===== src/rtl/tlrot_tl_arbiter.sv =====
// Two-host TL-UL arbiter in front of the RoT register port: round-robin A-channel grant
// with a hold-until-accepted lock, and in-order D-channel steering via a small order FIFO.
module tlrot_tl_arbiter #(
  parameter int MaxOutstanding = 4
) (
  input  logic        clk_i,
  input  logic        rst_ni,

  input  logic        h0_a_valid,
  output logic        h0_a_ready,
  input  logic [2:0]  h0_a_bits_opcode,
  input  logic [2:0]  h0_a_bits_param,
  input  logic [1:0]  h0_a_bits_size,
  input  logic [7:0]  h0_a_bits_source,
  input  logic [31:0] h0_a_bits_address,
  input  logic [3:0]  h0_a_bits_mask,
  input  logic [31:0] h0_a_bits_data,
  output logic        h0_d_valid,
  input  logic        h0_d_ready,
  output logic [2:0]  h0_d_bits_opcode,
  output logic [2:0]  h0_d_bits_param,
  output logic [1:0]  h0_d_bits_size,
  output logic [7:0]  h0_d_bits_source,
  output logic        h0_d_bits_sink,
  output logic [31:0] h0_d_bits_data,
  output logic        h0_d_bits_denied,

  input  logic        h1_a_valid,
  output logic        h1_a_ready,
  input  logic [2:0]  h1_a_bits_opcode,
  input  logic [2:0]  h1_a_bits_param,
  input  logic [1:0]  h1_a_bits_size,
  input  logic [7:0]  h1_a_bits_source,
  input  logic [31:0] h1_a_bits_address,
  input  logic [3:0]  h1_a_bits_mask,
  input  logic [31:0] h1_a_bits_data,
  output logic        h1_d_valid,
  input  logic        h1_d_ready,
  output logic [2:0]  h1_d_bits_opcode,
  output logic [2:0]  h1_d_bits_param,
  output logic [1:0]  h1_d_bits_size,
  output logic [7:0]  h1_d_bits_source,
  output logic        h1_d_bits_sink,
  output logic [31:0] h1_d_bits_data,
  output logic        h1_d_bits_denied,

  output logic        dev_a_valid,
  input  logic        dev_a_ready,
  output logic [2:0]  dev_a_bits_opcode,
  output logic [2:0]  dev_a_bits_param,
  output logic [1:0]  dev_a_bits_size,
  output logic [7:0]  dev_a_bits_source,
  output logic [31:0] dev_a_bits_address,
  output logic [3:0]  dev_a_bits_mask,
  output logic [31:0] dev_a_bits_data,
  input  logic        dev_d_valid,
  output logic        dev_d_ready,
  input  logic [2:0]  dev_d_bits_opcode,
  input  logic [2:0]  dev_d_bits_param,
  input  logic [1:0]  dev_d_bits_size,
  input  logic [7:0]  dev_d_bits_source,
  input  logic        dev_d_bits_sink,
  input  logic [31:0] dev_d_bits_data,
  input  logic        dev_d_bits_denied,

  output logic        busy_o,
  output logic        err_o
);

  localparam int CW = $clog2(MaxOutstanding + 1);
  localparam int PW = (MaxOutstanding > 1) ? $clog2(MaxOutstanding) : 1;
  localparam logic [CW-1:0] CntMax  = CW'(MaxOutstanding);
  localparam logic [PW-1:0] PtrLast = PW'(MaxOutstanding - 1);

  logic          prio_reg, lock_reg, lock_id_reg, err_reg;
  logic          prio_next, lock_next, lock_id_next;
  logic [CW-1:0] count_reg, count_next;
  logic [PW-1:0] wptr_reg, wptr_next, rptr_reg, rptr_next;
  logic          order_mem [MaxOutstanding];

  logic [1:0] a_valid_vec, d_ready_vec, a_ready_vec, d_valid_vec;
  logic       grant, head, full, empty, a_fire, d_fire;

  assign a_valid_vec = {h1_a_valid, h0_a_valid};
  assign d_ready_vec = {h1_d_ready, h0_d_ready};
  assign full  = (count_reg == CntMax);
  assign empty = (count_reg == '0);
  assign head  = order_mem[rptr_reg];

  // With nobody requesting the grant rests on prio, so host 0 tracks dev_a_ready out of reset.
  always_comb begin
    grant = prio_reg;
    if (lock_reg)                         grant = lock_id_reg;
    else if (a_valid_vec == 2'b11)        grant = prio_reg;
    else if (a_valid_vec[1])              grant = 1'b1;
    else if (a_valid_vec[0])              grant = 1'b0;
  end

  assign dev_a_valid = a_valid_vec[grant] && !full;
  assign a_fire      = dev_a_valid && dev_a_ready;
  // Stray responses (nothing outstanding) are sunk rather than stalling the RoT.
  assign dev_d_ready = empty ? 1'b1 : d_ready_vec[head];
  assign d_fire      = dev_d_valid && dev_d_ready && !empty;

  for (genvar gi = 0; gi < 2; gi++) begin : g_host
    assign a_ready_vec[gi] = (grant == 1'(gi)) && dev_a_ready && !full;
    assign d_valid_vec[gi] = dev_d_valid && !empty && (head == 1'(gi));
  end

  assign h0_a_ready = a_ready_vec[0];
  assign h1_a_ready = a_ready_vec[1];
  assign h0_d_valid = d_valid_vec[0];
  assign h1_d_valid = d_valid_vec[1];

  assign dev_a_bits_opcode  = grant ? h1_a_bits_opcode  : h0_a_bits_opcode;
  assign dev_a_bits_param   = grant ? h1_a_bits_param   : h0_a_bits_param;
  assign dev_a_bits_size    = grant ? h1_a_bits_size    : h0_a_bits_size;
  assign dev_a_bits_source  = grant ? h1_a_bits_source  : h0_a_bits_source;
  assign dev_a_bits_address = grant ? h1_a_bits_address : h0_a_bits_address;
  assign dev_a_bits_mask    = grant ? h1_a_bits_mask    : h0_a_bits_mask;
  assign dev_a_bits_data    = grant ? h1_a_bits_data    : h0_a_bits_data;

  assign h0_d_bits_opcode = dev_d_bits_opcode;
  assign h0_d_bits_param  = dev_d_bits_param;
  assign h0_d_bits_size   = dev_d_bits_size;
  assign h0_d_bits_source = dev_d_bits_source;
  assign h0_d_bits_sink   = dev_d_bits_sink;
  assign h0_d_bits_data   = dev_d_bits_data;
  assign h0_d_bits_denied = dev_d_bits_denied;
  assign h1_d_bits_opcode = dev_d_bits_opcode;
  assign h1_d_bits_param  = dev_d_bits_param;
  assign h1_d_bits_size   = dev_d_bits_size;
  assign h1_d_bits_source = dev_d_bits_source;
  assign h1_d_bits_sink   = dev_d_bits_sink;
  assign h1_d_bits_data   = dev_d_bits_data;
  assign h1_d_bits_denied = dev_d_bits_denied;

  always_comb begin
    prio_next    = prio_reg;
    lock_next    = lock_reg;
    lock_id_next = lock_id_reg;
    count_next   = count_reg;
    wptr_next    = wptr_reg;
    rptr_next    = rptr_reg;
    if (a_fire) begin
      prio_next = ~grant;
      lock_next = 1'b0;
      wptr_next = (wptr_reg == PtrLast) ? '0 : wptr_reg + 1'b1;
    end else if (dev_a_valid) begin
      lock_next    = 1'b1;
      lock_id_next = grant;
    end
    if (d_fire) rptr_next = (rptr_reg == PtrLast) ? '0 : rptr_reg + 1'b1;
    unique case ({a_fire, d_fire})
      2'b10:   count_next = count_reg + 1'b1;
      2'b01:   count_next = count_reg - 1'b1;
      default: count_next = count_reg;
    endcase
  end

  always_ff @(posedge clk_i or negedge rst_ni) begin
    if (!rst_ni) begin
      prio_reg    <= 1'b0;
      lock_reg    <= 1'b0;
      lock_id_reg <= 1'b0;
      count_reg   <= '0;
      wptr_reg    <= '0;
      rptr_reg    <= '0;
      err_reg     <= 1'b0;
    end else begin
      prio_reg    <= prio_next;
      lock_reg    <= lock_next;
      lock_id_reg <= lock_id_next;
      count_reg   <= count_next;
      wptr_reg    <= wptr_next;
      rptr_reg    <= rptr_next;
      err_reg     <= dev_d_valid && empty;
    end
  end

  // Order entries need no reset: only slots between the pointers are ever read.
  always_ff @(posedge clk_i) begin
    if (a_fire) order_mem[wptr_reg] <= grant;
  end

  assign busy_o = (count_reg != '0);
  assign err_o  = err_reg;

endmodule


===== config.mk =====
export PLATFORM = sky130hd
export DESIGN_NAME = tlrot_tl_arbiter
export DESIGN_NICKNAME = d
export VERILOG_FILES = /design/src/rtl/tlrot_tl_arbiter.sv
export SDC_FILE = /design/constraint.sdc
export NUM_CORES = 1
export LEC_CHECK = 0
export ABC_AREA = 0
export CORE_AREA = 2 2 164 166
export DETAILED_ROUTE_END_ITERATION = 7
export DIE_AREA = 0 0 166 168
export PLACE_DENSITY = 0.51
export SYNTH_ARGS = -nofsm -noshare
export SYNTH_HDL_FRONTEND = slang
export SYNTH_SLANG_ARGS = --single-unit

===== constraint.sdc =====
create_clock -name clk_i -period 2.7 [get_ports clk_i]
set_input_delay 0.27 -clock clk_i [delete_from_list [all_inputs] [get_ports clk_i]]
set_output_delay 0.27 -clock clk_i [all_outputs]
set_load 0.02 [all_outputs]

==> results of run 1 <==
-- where the power goes --
part	switching, mW	total [mW]	internal, mW	leakage (nW)
registers	0.0684	0.409	0.341	0.167
clock network	0.0870	0.287	0.200	0.0382
logic	1.78	3.93	2.15	2.10
total	1.94	4.63	2.69	2.30
-- cell usage in the layout, fill, tap and decap left out, types with 2 or more instances in the layout --
| master | netlist | final |
|---|---|---|
| clkdlybuf4s50_1 | 0 | 221 |
| mux2_2 | 85 | 85 |
| dlymetal6s2s_1 | 0 | 44 |
| dfrtp_1 | 11 | 11 |
| buf_4 | 101 | 11 |
| nor2_1 | 9 | 9 |
| inv_1 | 8 | 8 |
| ha_1 | 6 | 6 |
| nand2_1 | 5 | 5 |
| and3_1 | 5 | 5 |
| edfxtp_1 | 4 | 4 |
| buf_12 | 0 | 4 |
| nand3_1 | 3 | 3 |
| o21ai_0 | 3 | 3 |
| clkbuf_16 | 0 | 3 |
| mux2i_1 | 2 | 2 |
| nand2b_1 | 2 | 2 |
| mux2_1 | 2 | 2 |
| xor2_1 | 2 | 2 |
| dlygate4sd2_1 | 0 | 2 |
-- final timing paths --
check | start | to | slack (ps) | depth (start not counted)
hold reg to reg | count_reg[2]$_DFFE_PN0P_ | count_reg[2]$_DFFE_PN0P_ | 490 | 1
setup reg to reg | rptr_reg[0]$_DFFE_PN0P_ | count_reg[2]$_DFFE_PN0P_ | 240 | 9
hold / removal | rst_ni | rptr_reg[1]$_DFFE_PN0P_ | 390 | 1
setup / recovery | h1_a_valid | dev_a_bits_address[6] | 100 | 7
max in group asynchronous | rst_ni | prio_reg$_DFFE_PN0P_ | 1940 | 1
min in group clk_i | count_reg[2]$_DFFE_PN0P_ | count_reg[2]$_DFFE_PN0P_ | 490 | 1
-- per-stage QoR --
step,std cells,hold slack (ps)
after global placement,783,495
final,787,392
after CTS,787,430
after detailed placement,783,487
after floorplan,272,-25.6
after global routing,787,441
-- logic make-up after synthesis --
kind of cell	Yosys count	share of synthesized area [%]
and+or+nand+nor	28	5.47
AOI/OAI and AO/OA	9	2.37
adders and majority gates	7	3.68
muxes	90	39.6
DFF	15	15.3
xor gates and xnor gates	3	1.02
buffers and inverters	120	32.6
-- repair_timing --
action	CTS	global route
gates cloned	0	0
pin swaps	0	0
setup endpoints to repair	2	44
setup buffers	0	0
gates resized for setup	2	44
-- worst max-delay path, cell delays in order --
cell             delay, ps
clkdlybuf4s50_1        510
o21bai_1               130
o21ai_4                230
buf_12                 170
buf_4                  140
mux2_2                 330
clkdlybuf4s50_1        550
-- layout make-up --
type / count / area, um^2 / area share [%]
Inverter: 8 / 30.0 / 0.574
Clock buffer: 4 / 78.8 / 1.51
Sequential cell: 15 / 395 / 7.56
Timing Repair Buffer: 282 / 2940 / 56.3
Tap cell: 341 / 427 / 8.16
Multi-Input combinational cell: 137 / 1350 / 25.9
-- per-layer routing --
layer | GRT usage, % | vias up | share of wire, %
li1 | - | 1172 | -
met1 | 7.34 | 1081 | 35
met2 | 12.8 | 174 | 52
met3 | 2.40 | 36 | 10
met4 | 2.23 | 0 | 2.4
met5 | 0 | - | 0
==> flow_metrics.tcl, run 1 <==
set metrics [dict create \
    outcome "finished, final reports clean" \
    dp_hpwl_um 9520 \
    core_um2 26400 \
    synth-edff-count 4 \
    dieWidth_um 166 \
    grt_setup_unrepaired "false" \
    report.final.hold_viol_count 0 \
    grt_max_degree 34 \
    yosysMostFrequentCell "buf_4" \
    clk_path_buf_depth 2 \
    p_per_area_nw_per_um2 885 \
    ios 418 \
    die_y_um 168 \
    p_leak_nw 2.30 \
    slew-limit-headroom_pct 62.5 \
    initial_utilization_pct 9.80 \
    final.min_clock_period_ps 2600 \
    synthToLayoutAreaGrowth_pct 102 \
    firstDrtPassIters 4 \
    largest_register_ffs 4 \
    power.total_mw 4.63 \
    finalSetupTns_ps 0 \
    nets 680 \
    avgSynthCellArea_um2 9.49 \
    start_kind "input pin" \
    ctsRootBufferMaster "clkbuf_16" \
    gp_congestion 0.719 \
    synth_cell_types 30 \
    wl_per_cell_um 13.7 \
    yosys-top-cells-count "101 x buf_4, 85 x mux2_2, 11 x dfrtp_1, 9 x buf_2, 9 x nor2_1" \
    n_antenna_cell 0 \
    setup_viol 0 \
    ys_ff_latch 15 \
    cp_max_fo 10 \
    tightest_slew_ps 561 \
    final_cell_area_um2 5230 \
    synthTopCellsByArea "mux2_2 37%, buf_4 29%, dfrtp_1 11%" \
    hold_buffers 0 \
    num_vias 2463 \
    fin_crit_sh_pct 96.4 \
    finalClockSkew_ps 2.68 \
    vdd_ir_drop_max_uv 321 \
    grt_pass1_wl_um 15200 \
    cts_max_level 1 \
    clk_pin_slew_ps 50 \
    yosys.area.top_type "mux2_2" \
    dp_slack_ps -1.19 \
    cts_sinks 15 \
    cts_tree "yes" \
    insertion_delay_ps 240 \
    synth_nets 505 \
    clock.fmax_ghz 0.384 \
    wirelength_um 10800 \
    dieArea_um2 27900 \
    place_area_um2 5040 \
    fp-row-count 60 \
    finalWorstSetupSlack_ps 96.3 \
    grt_overflow 0 \
    grt_pass1_vias 2613 \
    synth_top_area_share_pct 37.1 \
    grt_antenna_before_repair 0 \
    drt-initial-drc-count 59 \
    hold_class "input pin to async pin" \
    slew_violations 0 \
    numCtsBuffers 3 \
    syn_inst 272 \
    drive_gt1_share_pct 24.2 \
    worstPathArrival_ps 2330 \
    synth_top_flop_cell "dfrtp_1" \
    cap_viol_max_count 0 \
    crit_path_end_kind "output pin" \
    required_ps 2430 \
    postLayoutCoreUtil_pct 19.8 \
    post_drt_via_cell_ratio 3.13 \
    async_flop_share_pct 73.3 \
    crit_type "input pin to output pin" \
    syn_area_um2 2580 \
    fill_cells 2912 \
    portBuffers 267 \
    final_antenna_net_count 0 \
    grt_usage_pct 6.90 \
    drc_errors 0 \
    yosys_warnings 0 \
    yosysSeqAreaShare_pct 15.3 \
]
No activity file was read; power rests on OpenSTA's default activity.
==> run 2: changes to the inputs <==
--- a/config.mk
+++ b/config.mk
@@ -6,6 +6,7 @@
 export NUM_CORES = 1
 export LEC_CHECK = 0
 export ABC_AREA = 0
+export CAP_MARGIN = 30
 export CORE_AREA = 2 2 164 166
 export DETAILED_ROUTE_END_ITERATION = 7
 export DIE_AREA = 0 0 166 168
==> results of run 2 <==
Same layout as run 1: the final DEF is identical, and so are final timing and power.
